## src/rtl/fifo_pkg.sv

```systemverilog
// Shared types and constants for the FIFO read-side stream stage.
package fifo_pkg;

  // Default data width used by the stream stage and its buffer.
  localparam int DATA_WIDTH = 8;

  // Width of the beat and frame counters.
  localparam int CNT_WIDTH = 16;

  typedef logic [DATA_WIDTH-1:0] data_t;

  // Buffer occupancy doubles as the buffer's state encoding.
  typedef enum logic [1:0] {
    OCC_EMPTY = 2'd0,
    OCC_ONE   = 2'd1,
    OCC_TWO   = 2'd2
  } occ_e;

  // Number of buffered beats for a given occupancy state.
  function automatic logic [1:0] occ_count(input occ_e s);
    case (s)
      OCC_ONE: return 2'd1;
      OCC_TWO: return 2'd2;
      default: return 2'd0;
    endcase
  endfunction

endpackage

```

## src/rtl/skid_buf2.sv

```systemverilog
// Two-entry ordered buffer. Entry 0 is always the head; entry 1 holds the
// second-oldest beat when two are buffered. Push and pop may coincide.
module skid_buf2
  import fifo_pkg::*;
#(
  parameter int DW = DATA_WIDTH
) (
  input  logic          clk,
  input  logic          rst_n,
  input  logic          push,
  input  logic [DW-1:0] push_data,
  input  logic          pop,
  output occ_e          occ,
  output logic [DW-1:0] head_data
);

  genvar gi;

  occ_e                occ_reg;
  occ_e                occ_next;
  logic [1:0]          load_en;
  logic [1:0][DW-1:0]  load_val;
  logic [1:0][DW-1:0]  entry_q;

  // Occupancy state register.
  always_ff @(posedge clk or negedge rst_n) begin
    if (!rst_n) begin
      occ_reg <= OCC_EMPTY;
    end else begin
      occ_reg <= occ_next;
    end
  end

  // Occupancy next state: push adds a beat, pop removes one, both together hold.
  always_comb begin
    occ_next = occ_reg;
    case (occ_reg)
      OCC_EMPTY: begin
        if (push) occ_next = OCC_ONE;
      end
      OCC_ONE: begin
        if (push && !pop)      occ_next = OCC_TWO;
        else if (pop && !push) occ_next = OCC_EMPTY;
      end
      OCC_TWO: begin
        if (pop && !push) occ_next = OCC_ONE;
      end
      default: occ_next = OCC_EMPTY;
    endcase
  end

  // Entry write selection: new data lands in the first free slot after any pop;
  // a pop from two entries shifts entry 1 into the head.
  always_comb begin
    load_en     = 2'b00;
    load_val[0] = push_data;
    load_val[1] = push_data;
    case (occ_reg)
      OCC_EMPTY: begin
        load_en[0] = push;
      end
      OCC_ONE: begin
        load_en[0] = push && pop;
        load_en[1] = push && !pop;
      end
      OCC_TWO: begin
        load_en[0]  = pop;
        load_val[0] = entry_q[1];
        load_en[1]  = push && pop;
      end
      default: begin
        load_en = 2'b00;
      end
    endcase
  end

  // One storage register per entry.
  generate
    for (gi = 0; gi < 2; gi++) begin : g_entry
      logic [DW-1:0] entry_reg;

      // Load the entry when selected; cleared so the head reads zero out of reset.
      always_ff @(posedge clk or negedge rst_n) begin
        if (!rst_n) begin
          entry_reg <= '0;
        end else if (load_en[gi]) begin
          entry_reg <= load_val[gi];
        end
      end

      assign entry_q[gi] = entry_reg;
    end
  endgenerate

  assign occ       = occ_reg;
  assign head_data = entry_q[0];

  // A push into a full buffer without a pop would lose a beat; upstream issue
  // logic must make this impossible.
  assert property (@(posedge clk) disable iff (!rst_n)
                   !(push && !pop && occ_reg == OCC_TWO));

endmodule

```

## src/rtl/fifo_rd_stream.sv

```systemverilog
// Read-side drain stage: issues reads to the FIFO, absorbs the one-cycle read
// latency in a 2-entry buffer and presents the data as a framed valid/ready stream.
module fifo_rd_stream
  import fifo_pkg::*;
#(
  parameter int DATA_WIDTH = fifo_pkg::DATA_WIDTH,
  parameter int FRAME_LEN  = 4
) (
  input  logic                  rdclk,
  input  logic                  rrst_n,
  input  logic                  enable,
  input  logic                  fifo_empty,
  input  logic [DATA_WIDTH-1:0] fifo_rdata,
  output logic                  rd_en,
  output logic [DATA_WIDTH-1:0] m_data,
  output logic                  m_valid,
  input  logic                  m_ready,
  output logic                  m_last,
  output logic [15:0]           frame_cnt
);

  localparam logic [15:0] LAST_BEAT = 16'(FRAME_LEN - 1);

  logic        run_reg;
  logic        infl_reg;
  logic [15:0] beat_cnt_reg;
  logic [15:0] frame_cnt_reg;
  occ_e        occ;
  logic        pop;
  logic        capture;
  logic [2:0]  occ_after;

  assign pop     = m_valid && m_ready;
  assign capture = infl_reg;
  assign m_valid = (occ != OCC_EMPTY);
  assign m_last  = m_valid && (beat_cnt_reg == LAST_BEAT);

  // Occupancy this read would see once it lands: current beats plus the one
  // arriving now, minus the one leaving now. Pop depends on m_ready
  // combinationally so a freed slot can be refilled in the same cycle.
  always_comb begin
    occ_after = {1'b0, occ_count(occ)} + {2'b00, infl_reg} - {2'b00, pop};
  end

  assign rd_en = run_reg && enable && !fifo_empty && (occ_after < 3'd2);

  // Run flag holds off reads for the first edge after reset release.
  always_ff @(posedge rdclk or negedge rrst_n) begin
    if (!rrst_n) begin
      run_reg <= 1'b0;
    end else begin
      run_reg <= 1'b1;
    end
  end

  // Track the read whose data arrives on the next cycle; it is always captured.
  always_ff @(posedge rdclk or negedge rrst_n) begin
    if (!rrst_n) begin
      infl_reg <= 1'b0;
    end else begin
      infl_reg <= rd_en;
    end
  end

  // Beat position within the frame, advanced on every accepted beat.
  always_ff @(posedge rdclk or negedge rrst_n) begin
    if (!rrst_n) begin
      beat_cnt_reg <= '0;
    end else if (pop) begin
      if (beat_cnt_reg == LAST_BEAT) begin
        beat_cnt_reg <= '0;
      end else begin
        beat_cnt_reg <= beat_cnt_reg + 16'd1;
      end
    end
  end

  // Completed frame counter, wrapping naturally at 2^16.
  always_ff @(posedge rdclk or negedge rrst_n) begin
    if (!rrst_n) begin
      frame_cnt_reg <= '0;
    end else if (pop && m_last) begin
      frame_cnt_reg <= frame_cnt_reg + 16'd1;
    end
  end

  assign frame_cnt = frame_cnt_reg;

  skid_buf2 #(
    .DW (DATA_WIDTH)
  ) u_buf (
    .clk       (rdclk),
    .rst_n     (rrst_n),
    .push      (capture),
    .push_data (fifo_rdata),
    .pop       (pop),
    .occ       (occ),
    .head_data (m_data)
  );

endmodule

```

## config.mk

```make
export PLATFORM = sky130hd
export DESIGN_NAME = fifo_rd_stream
export DESIGN_NICKNAME = d
export VERILOG_FILES = /design/src/rtl/fifo_pkg.sv /design/src/rtl/skid_buf2.sv /design/src/rtl/fifo_rd_stream.sv
export SDC_FILE = /design/constraint.sdc
export NUM_CORES = 1
export LEC_CHECK = 0
export CAP_MARGIN = 10
export CELL_PAD_IN_SITES_DETAIL_PLACEMENT = 2
export CELL_PAD_IN_SITES_GLOBAL_PLACEMENT = 2
export CORE_UTILIZATION = 32
export CTS_CLUSTER_SIZE = 10
export DETAILED_ROUTE_END_ITERATION = 8
export GPL_ROUTABILITY_DRIVEN = 0
export MAX_ROUTING_LAYER = met4
export PLACE_DENSITY = 0.79
export SLEW_MARGIN = 10
export SYNTH_ARGS = -nofsm -noshare
export SYNTH_HDL_FRONTEND = slang
export SYNTH_SLANG_ARGS = --single-unit
```

## constraint.sdc

```tcl
create_clock -name rdclk -period 2.4 [get_ports rdclk]
set_input_delay 0.24 -clock rdclk [delete_from_list [all_inputs] [get_ports rdclk]]
set_output_delay 0.24 -clock rdclk [all_outputs]
set_load 0.02 [all_outputs]
```

==> reports/qor.txt, run 1 <==
==============================================================================
Final Hold Violating Endpoints ..................................            0
Fillcell total ..................................................          845
Total of flip-flops plus latches after synthesis ................           52
Worst-Margin Slew ...............................................     0.586 ns
TritonCTS buffer count ..........................................            5
Outcome ......................................................... finished clean
Floorplan Core Area .............................................    7850 um^2
Highest metal used ..............................................         met4
Top_reg_cell synth .............................................. sky130_fd_sc_hd__dfrtp_1
Worst slew margin relative to its limit .........................        0.609
Count of maximum capacitance violations .........................            0
Number of post-CTS setup repair buffers .........................            0
Total of buffers placed on input and output ports ...............           39
Total length of routed met3 wires ...............................       182 um
First-pass GRT wire length ......................................    11,100 um
Placement row count .............................................           32
Max VDD drop ....................................................     0.416 mV
Largest incremental delay on the critical path ..................      0.48 ns
Number of inserted diodes .......................................            0
Initial core utilization ........................................        0.336
Count of unresolved DRC violations after routing ................            0
Type of the tightest min-delay check ............................ input pin to asynchronous set/reset pin
Sequence of cells on the critical path .......................... inv_2 > ha_4 > nand2b_4 > and2_4 > o21ai_2 > fa_1 > nand4b_1 > nor2_4 > buf_6
Post-layout net count ...........................................          304
Routed wire length per instance .................................      16.6 um
Initial antenna violation count .................................            0
Endpoint arrival time on the critical path ......................      2.14 ns
Detail Route met2 WL ............................................      3230 um
Post-route cell area ............................................    3380 um^2
Synth Warn # ....................................................            0
Final period util ...............................................        0.993
H-tree depth reported by CTS ....................................            2
Number of buffers and inverters on the critical path ............            2
Slack of the worst reg-to-reg path ..............................      0.32 ns
Overall die width ...............................................      92.8 um
Syn Nets ........................................................          250
RSZ-0062 raised after global routing ............................         true
Placed standard-cell area .......................................    3230 um^2
Final ANT Viol Nets .............................................            0
Number of vias after detailed routing ...........................        1,926
DRT iter0 DRCs ..................................................           59
Slowest cell on the critical path ............................... sky130_fd_sc_hd__fa_1
Routed via count divided by cell count ..........................         5.00
Largest net degree at the start of global routing ...............           26
Finish-stage setup viols ........................................            0
Sinks on Clock Net ..............................................           52
Critical path origin ............................................ u_buf.occ[1]
Area added between synthesis and finish .........................        28.1%
Total die area ..................................................    8610 um^2
Mean instance size in the synthesized netlist ...................    11.6 um^2
WS Path Type .................................................... flip-flop to output pin
Count of cell instances traversed by the critical path ..........            9
Multi-input combinational cell area .............................    1320 um^2
Later-pin clock latency in the skew report ......................      0.31 ns
Ys async rst share ..............................................         1.00
Clock transition at the registers of the reported paths .........      0.10 ns
Total negative slack ............................................         0 ns
Detailed placer's ending HPWL ...................................      4820 um
Count of boundary I/O pins ......................................           40
Top Family by Delay on Critical Path ............................  adder cells
Worst hold margin ...............................................     0.478 ns
Gate count after technology mapping .............................          228
Via count of the first global-routing pass ......................        2,179
Overall overflow remaining after global route ...................            0
Final wirelength ................................................      6380 um
Capturing element of the worst setup path .......................        rd_en
Total iterations of the first detailed-routing run ..............            4
Global router's overall resource usage ..........................        0.167
Maximum fanout count along the critical path ....................            3
Length of routed wiring on met1 .................................      2880 um
Endpoint required time on the critical path .....................      2.16 ns
Cell chosen for the clock root .................................. sky130_fd_sc_hd__clkbuf_8
Proportion of layout cells with a drive suffix above 1 ..........        0.251
Distinct cell type count after synthesis ........................           38
Total standard cell area after synthesis ........................    2640 um^2
Cell leakage power ..............................................      1.44 nW
Share of the yosys chip area belonging to registers .............        0.493
Reg-to-reg startpoint ........................................... beat_cnt_reg[0]
Kind of capture point of the worst setup path ...................   output pin
Setup skew after layout .........................................   0.00953 ns
Sequential cell area in the final layout ........................    1300 um^2
Die Y ...........................................................      92.8 um
Endpoint of the lowest-slack register-to-register path .......... frame_cnt[12]
Count of final max-slew check failures ..........................            0
Clock tree from TritonCTS .......................................         done
Highest clock rate ..............................................    0.420 GHz
Maximum count of clock buffers along a single path ..............            2
Startpoint Class ................................................    flip-flop
Power per cell area .............................................  854 nW/um^2
EDFF count, synth ...............................................            0
Number of cell instances on the worst register-to-register path .            6
Min Tclk post-route .............................................      2.38 ns
==============================================================================
==> synthesized netlist by cell type, types with 5 or more instances <==
cell type,instances,share of area
sky130_fd_sc_hd__nor4_2,6,0.028
sky130_fd_sc_hd__nor2_1,11,0.016
sky130_fd_sc_hd__o21ai_0,5,0.0095
sky130_fd_sc_hd__nand3_1,10,0.019
sky130_fd_sc_hd__xnor2_1,16,0.053
sky130_fd_sc_hd__xor2_1,13,0.043
sky130_fd_sc_hd__nor3_1,7,0.013
sky130_fd_sc_hd__inv_1,6,0.0085
sky130_fd_sc_hd__nand4_1,11,0.026
sky130_fd_sc_hd__ha_1,8,0.038
sky130_fd_sc_hd__nand2_1,20,0.028
sky130_fd_sc_hd__mux2_2,25,0.11
sky130_fd_sc_hd__dfrtp_1,52,0.49
==> power by group <==
| part | internal, W | total, W | switching (W) |
|---|---|---|---|
| logic | 0.000572 | 0.00115 | 0.000580 |
| clock network | 0.000234 | 0.000533 | 0.000298 |
| registers | 0.00105 | 0.00120 | 0.000146 |
==> cell type report <==
cell class	instances	area share
multi-input combinational	162	0.391
tap	102	0.0378
clock inverter	2	0.00444
timing repair buffer	55	0.150
clock buffer	6	0.0244
inverter	6	0.00666
sequential	52	0.385
==> placed cells by master (no fill, tap or decap), types with 2 or more instances in the layout <==
| cell type | n |
|---|---|
| sky130_fd_sc_hd__dfrtp_1 | 52 |
| sky130_fd_sc_hd__clkdlybuf4s50_1 | 36 |
| sky130_fd_sc_hd__mux2_2 | 25 |
| sky130_fd_sc_hd__nand2_1 | 20 |
| sky130_fd_sc_hd__xnor2_1 | 16 |
| sky130_fd_sc_hd__buf_4 | 15 |
| sky130_fd_sc_hd__xor2_1 | 13 |
| sky130_fd_sc_hd__nand4_1 | 11 |
| sky130_fd_sc_hd__nand3_1 | 10 |
| sky130_fd_sc_hd__nor2_1 | 9 |
| sky130_fd_sc_hd__nor3_1 | 7 |
| sky130_fd_sc_hd__nor4_2 | 6 |
| sky130_fd_sc_hd__ha_1 | 6 |
| sky130_fd_sc_hd__clkbuf_8 | 6 |
| sky130_fd_sc_hd__inv_1 | 4 |
| sky130_fd_sc_hd__nor2b_1 | 4 |
| sky130_fd_sc_hd__o21ai_0 | 4 |
| sky130_fd_sc_hd__and3_1 | 4 |
| sky130_fd_sc_hd__nand4b_1 | 3 |
| sky130_fd_sc_hd__nor2_4 | 2 |
| sky130_fd_sc_hd__inv_2 | 2 |
| sky130_fd_sc_hd__a21oi_1 | 2 |
| sky130_fd_sc_hd__a21oi_2 | 2 |
| sky130_fd_sc_hd__ha_4 | 2 |
| sky130_fd_sc_hd__clkinvlp_4 | 2 |
==> cell families after synthesis <==
group,Yosys count,share of synthesized area
AOI/OAI and AO/OA,12,0.0299
xor gates and xnor gates,29,0.0963
adders and majority gates,9,0.0455
buffers and inverters,14,0.0256
DFF,52,0.493
muxes,25,0.107
other,1,0.00142
and+or+nand+nor,86,0.201
==> worst register-to-register path, stage by stage (launching register included) <==
cell	delay, ns
sky130_fd_sc_hd__dfrtp_1	0.44
sky130_fd_sc_hd__ha_1	0.29
sky130_fd_sc_hd__nor4b_2	0.25
sky130_fd_sc_hd__nand4_1	0.16
sky130_fd_sc_hd__buf_4	0.23
sky130_fd_sc_hd__nor4b_1	0.41
sky130_fd_sc_hd__xor2_1	0.22
==> repair_timing <==
item,4_1_cts,5_1_grt
endpoints found under the hold margin,23,0
hold buffers,1,0
gates resized for setup,15,1
cloned,0,0
endpoints found under the setup margin,2,1
pin swaps,3,1
==> layer usage <==
layer | global-route usage | vias up
met5 | - | -
li1 | - | 903
met2 | 0.276 | 34
met4 | 0.0474 | 0
met3 | 0.0320 | 9
met1 | 0.209 | 980
==> how the worst min path moves through the flow <==
| stage | end | cells after the start | slack (ns) |
|---|---|---|---|
| floorplan | beat_cnt_reg[0] | 0 | -0.06 |
| global placement | beat_cnt_reg[7] | 1 | 0.28 |
| detailed placement | beat_cnt_reg[7] | 1 | 0.29 |
| CTS | frame_cnt[15] | 1 | 0.48 |
| global route | beat_cnt_reg[15] | 1 | 0.49 |
| finish | beat_cnt_reg[14] | 2 | 0.48 |
==> through the flow <==
step | utilization | std cells | setup WS [ns] | power, W
finish | 0.431 | 385 | 0.0163 | 0.00289
global route | 0.431 | 385 | -0.100 | 0.00307
CTS | 0.430 | 385 | -0.0526 | 0.00294
detailed placement | 0.412 | 376 | -0.307 | 0.00232
global placement | 0.412 | 376 | -0.202 | 0.00226
floorplan | - | 228 | 0.00304 | 0.00188
Power figures use the tool's default switching activity.
==> run 2, diff against run 1 <==
HOLD_SLACK_MARGIN = 0.02   (was not set)
SLEW_MARGIN = 0   (was 10)
==> results of run 2 <==
The final DEF is identical to that of run 1; final timing and power are the same.
==> run 3, diff against run 2 <==
CORE_ASPECT_RATIO = 0.5   (was not set)
PLACE_DENSITY = 0.83   (was 0.79)
==> run 3 against run 2 <==
Against the previous run:
- the run now ends with negative setup slack left
- setup slack got worse by 0.062 ns
- fmax decreased by 2.5%
- via count increased by 3.9%
- first-iteration DRC count increased by 6.8%
- final area increased by 2.3%
- sequential cell count unchanged
- power increased by 9.1%
- critical path depth unchanged
- utilization increased by 2.1 points
- sequential share of layout area decreased by 0.86 points
- sequential power about the same
- clock-buffer cell count decreased by 1
==> reports/qor.txt, run 3 (same netlist as run 1, synthesis figures left out) <==
=======================================================================
Sequence of cells on the critical path ................... inv_2 > ha_4 > nand2b_4 > and2_4 > o21ai_2 > fa_1 > nand4b_1 > nor2_4 > buf_6   unchanged
Area added between synthesis and finish ..................        31.1%   was 28.1%
Highest clock rate .......................................    0.409 GHz   was 0.420 GHz
Clock transition at the registers of the reported paths ..      0.07 ns   was 0.10 ns
Total iterations of the first detailed-routing run .......            4   unchanged
Fraction of power spent switching nets ...................        0.351   was 0.355
DRT iter0 DRCs ...........................................           63   was 59
Detail Route met2 WL .....................................      3810 um   was 3230 um
Kind of capture point of the worst setup path ............   output pin   unchanged
Sinks on Clock Net .......................................           52   unchanged
Count of maximum capacitance violations ..................            0   unchanged
Total die area ...........................................    8630 um^2   was 8610 um^2
Slowest cell on the critical path ........................ sky130_fd_sc_hd__fa_1   unchanged
Switching pwr ............................................    0.00111 W   was 0.00102 W
Endpoint arrival time on the critical path ...............      2.21 ns   was 2.14 ns
Initial core utilization .................................        0.345   was 0.336
Final Hold Violating Endpoints ...........................            0   unchanged
Commonest non-fill, non-tap cell in the layout ........... sky130_fd_sc_hd__dfrtp_1   unchanged
Proportion of power drawn by the clock network ...........        0.227   was 0.185
Global router's overall resource usage ...................        0.198   was 0.167
Later-pin clock latency in the skew report ...............      0.30 ns   was 0.31 ns
Type of the tightest min-delay check ..................... input pin to asynchronous set/reset pin   unchanged
Fin worst setup slack ....................................   -0.0454 ns   was 0.0163 ns
TritonCTS buffer count ...................................            5   unchanged
Number of inserted diodes ................................            0   unchanged
Total of buffers placed on input and output ports ........           39   unchanged
Final ANT Viol Nets ......................................            0   unchanged
First-pass GRT wire length ...............................    12,500 um   was 11,100 um
Final period util ........................................         1.02   was 0.993
Number of buffers and inverters on the critical path .....            2   unchanged
Setup skew after layout ..................................   0.00714 ns   was 0.00953 ns
Detailed placer's ending HPWL ............................      5070 um   was 4820 um
H-tree depth reported by CTS .............................            2   unchanged
Length of routed wiring on met1 ..........................      3260 um   was 2880 um
Highest metal used .......................................         met4   unchanged
RSZ-0062 raised after global routing .....................         true   unchanged
Final wirelength .........................................      7420 um   was 6380 um
Worst slew margin relative to its limit ..................        0.530   was 0.609
Count of boundary I/O pins ...............................           40   unchanged
Via count of the first global-routing pass ...............        2,354   was 2,179
Power Total ..............................................    0.00315 W   was 0.00289 W
Worst-Margin Slew ........................................     0.705 ns   was 0.586 ns
Largest net degree at the start of global routing ........           53   was 26
Slack of the worst reg-to-reg path .......................      0.24 ns   was 0.32 ns
Cell leakage power .......................................      1.50 nW   was 1.44 nW
Max VDD drop .............................................     0.458 mV   was 0.416 mV
Endpoint required time on the critical path ..............      2.16 ns   about the same
Initial antenna violation count ..........................            0   unchanged
Post-route non-filler standard cell count ................          394   was 385
Overall die width ........................................       130 um   was 92.8 um
Violations in the final reports .......................... negative setup slack
Number of vias after detailed routing ....................        2,001   was 1,926
Cell chosen for the clock root ........................... sky130_fd_sc_hd__clkbuf_16   was sky130_fd_sc_hd__clkbuf_8
Count of unresolved DRC violations after routing .........            0   unchanged
Part of the power in registers ...........................        0.384   was 0.416
Cells after DPL ..........................................          383   was 376
Startpoint Class .........................................    flip-flop   unchanged
Floorplan Core Area ......................................    7650 um^2   was 7850 um^2
Design internal power ....................................    0.00204 W   was 0.00186 W
Maximum count of clock buffers along a single path .......            2   unchanged
Power per cell area ......................................  910 nW/um^2   was 854 nW/um^2
Post-layout net count ....................................          307   was 304
Outcome .................................................. complete, but fails checks   was finished clean
Total length of routed met3 wires ........................       194 um   was 182 um
Largest incremental delay on the critical path ...........      0.50 ns   was 0.48 ns
Maximum fanout count along the critical path .............            3   unchanged
Routed via count divided by cell count ...................         5.08   was 5.00
Routed wire length per instance ..........................      18.8 um   was 16.6 um
Count of final max-slew check failures ...................            0   unchanged
Top Family by Delay on Critical Path .....................  adder cells   unchanged
Die Y ....................................................      66.2 um   was 92.8 um
Placement row count ......................................           22   was 32
WS Path Type ............................................. flip-flop to output pin   unchanged
Clock tree from TritonCTS ................................         done   unchanged
Overall overflow remaining after global route ............            0   unchanged
Proportion of layout cells with a drive suffix above 1 ...        0.262   was 0.251
Finish-stage setup viols .................................            1   was 0
Combinational Power Share ................................        0.390   was 0.400
Highest-count cells in the layout ignoring fill and taps . sky130_fd_sc_hd__dfrtp_1 (52), sky130_fd_sc_hd__clkdlybuf4s50_1 (36), sky130_fd_sc_hd__mux2_2 (25), sky130_fd_sc_hd__nand2_1 (20), sky130_fd_sc_hd__buf_4 (19)   was sky130_fd_sc_hd__dfrtp_1 (52), sky130_fd_sc_hd__clkdlybuf4s50_1 (36), sky130_fd_sc_hd__mux2_2 (25), sky130_fd_sc_hd__nand2_1 (20), sky130_fd_sc_hd__xnor2_1 (16)
Min Tclk post-route ......................................      2.45 ns   was 2.38 ns
=======================================================================
[run 3: cell type report]
| cell class | count | area [um^2] |
|---|---|---|
| clock buffer | 5 | 125 |
| sequential | 52 | 1300 |
| clock inverter | 3 | 18.8 |
| timing repair buffer | 58 | 532 |
| tap | 108 | 135 |
| multi-input combinational | 162 | 1320 |
| inverter | 6 | 22.5 |
| fill | 781 | 4200 |
[run 3: worst paths after layout]
check	from	end	cells past startpoint
worst min-delay path	rrst_n	capture	2
worst max register to register	u_buf.occ[1]	u_buf.head_data[4]	7
worst max-delay path	u_buf.occ[0]	rd_en	9
min in group rdclk	frame_cnt[15]	frame_cnt[15]	1
max in group asynchronous	rrst_n	u_buf.occ[1]	2
worst min register to register	frame_cnt[15]	frame_cnt[15]	1
[run 3: metal layers]
metal	vias up	global-route usage
met4	0	0.0675
met1	1043	0.229
met5	-	-
met3	16	0.0388
met2	34	0.350
li1	908	-
[run 3: power groups by stage]
| stage | sequential (W) | combinational [W] | clock, W |
|---|---|---|---|
| 2_1_floorplan | 0.00128 | 0.000592 | 0 |
| 3_3_place_gp | 0.00120 | 0.00106 | 0 |
| 3_5_place_dp | 0.00122 | 0.00113 | 0 |
| 4_1_cts | 0.00121 | 0.00120 | 0.000742 |
| 5_1_grt | 0.00124 | 0.00131 | 0.000774 |
| 6_report | 0.00121 | 0.00123 | 0.000713 |
[run 3: repair_timing]
action	in CTS	in global routing
pin swaps	6	3
hold buffers	0	0
buffers inserted	2	1
gates resized for setup	15	1
endpoints found under the setup margin	1	2
[run 3: per-stage QoR]
step           instance area, um^2  setup slack [ns]  hold WS, ns  utilization  setup TNS (ns)
2_1_floorplan                 2670           0.00304      -0.0556            -               0
3_3_place_gp                  3250            -0.238        0.400        0.424          -0.238
3_5_place_dp                  3250            -0.343        0.421        0.424          -0.343
4_1_cts                       3450           -0.0804       0.0961        0.450         -0.0804
5_1_grt                       3460            -0.119        0.111        0.452          -0.119
6_report                      3460           -0.0454       0.0623        0.452         -0.0454
[run 3: worst reg2reg max path, cell delays in order, from the launching register on]
cell and delay (ns):
sky130_fd_sc_hd__dfrtp_1 0.39, sky130_fd_sc_hd__inv_2 0.10, sky130_fd_sc_hd__buf_4 0.14, sky130_fd_sc_hd__ha_1 0.27, sky130_fd_sc_hd__and2_1 0.17, sky130_fd_sc_hd__o21ai_0 0.14, sky130_fd_sc_hd__a21oi_2 0.45, sky130_fd_sc_hd__mux2_2 0.40
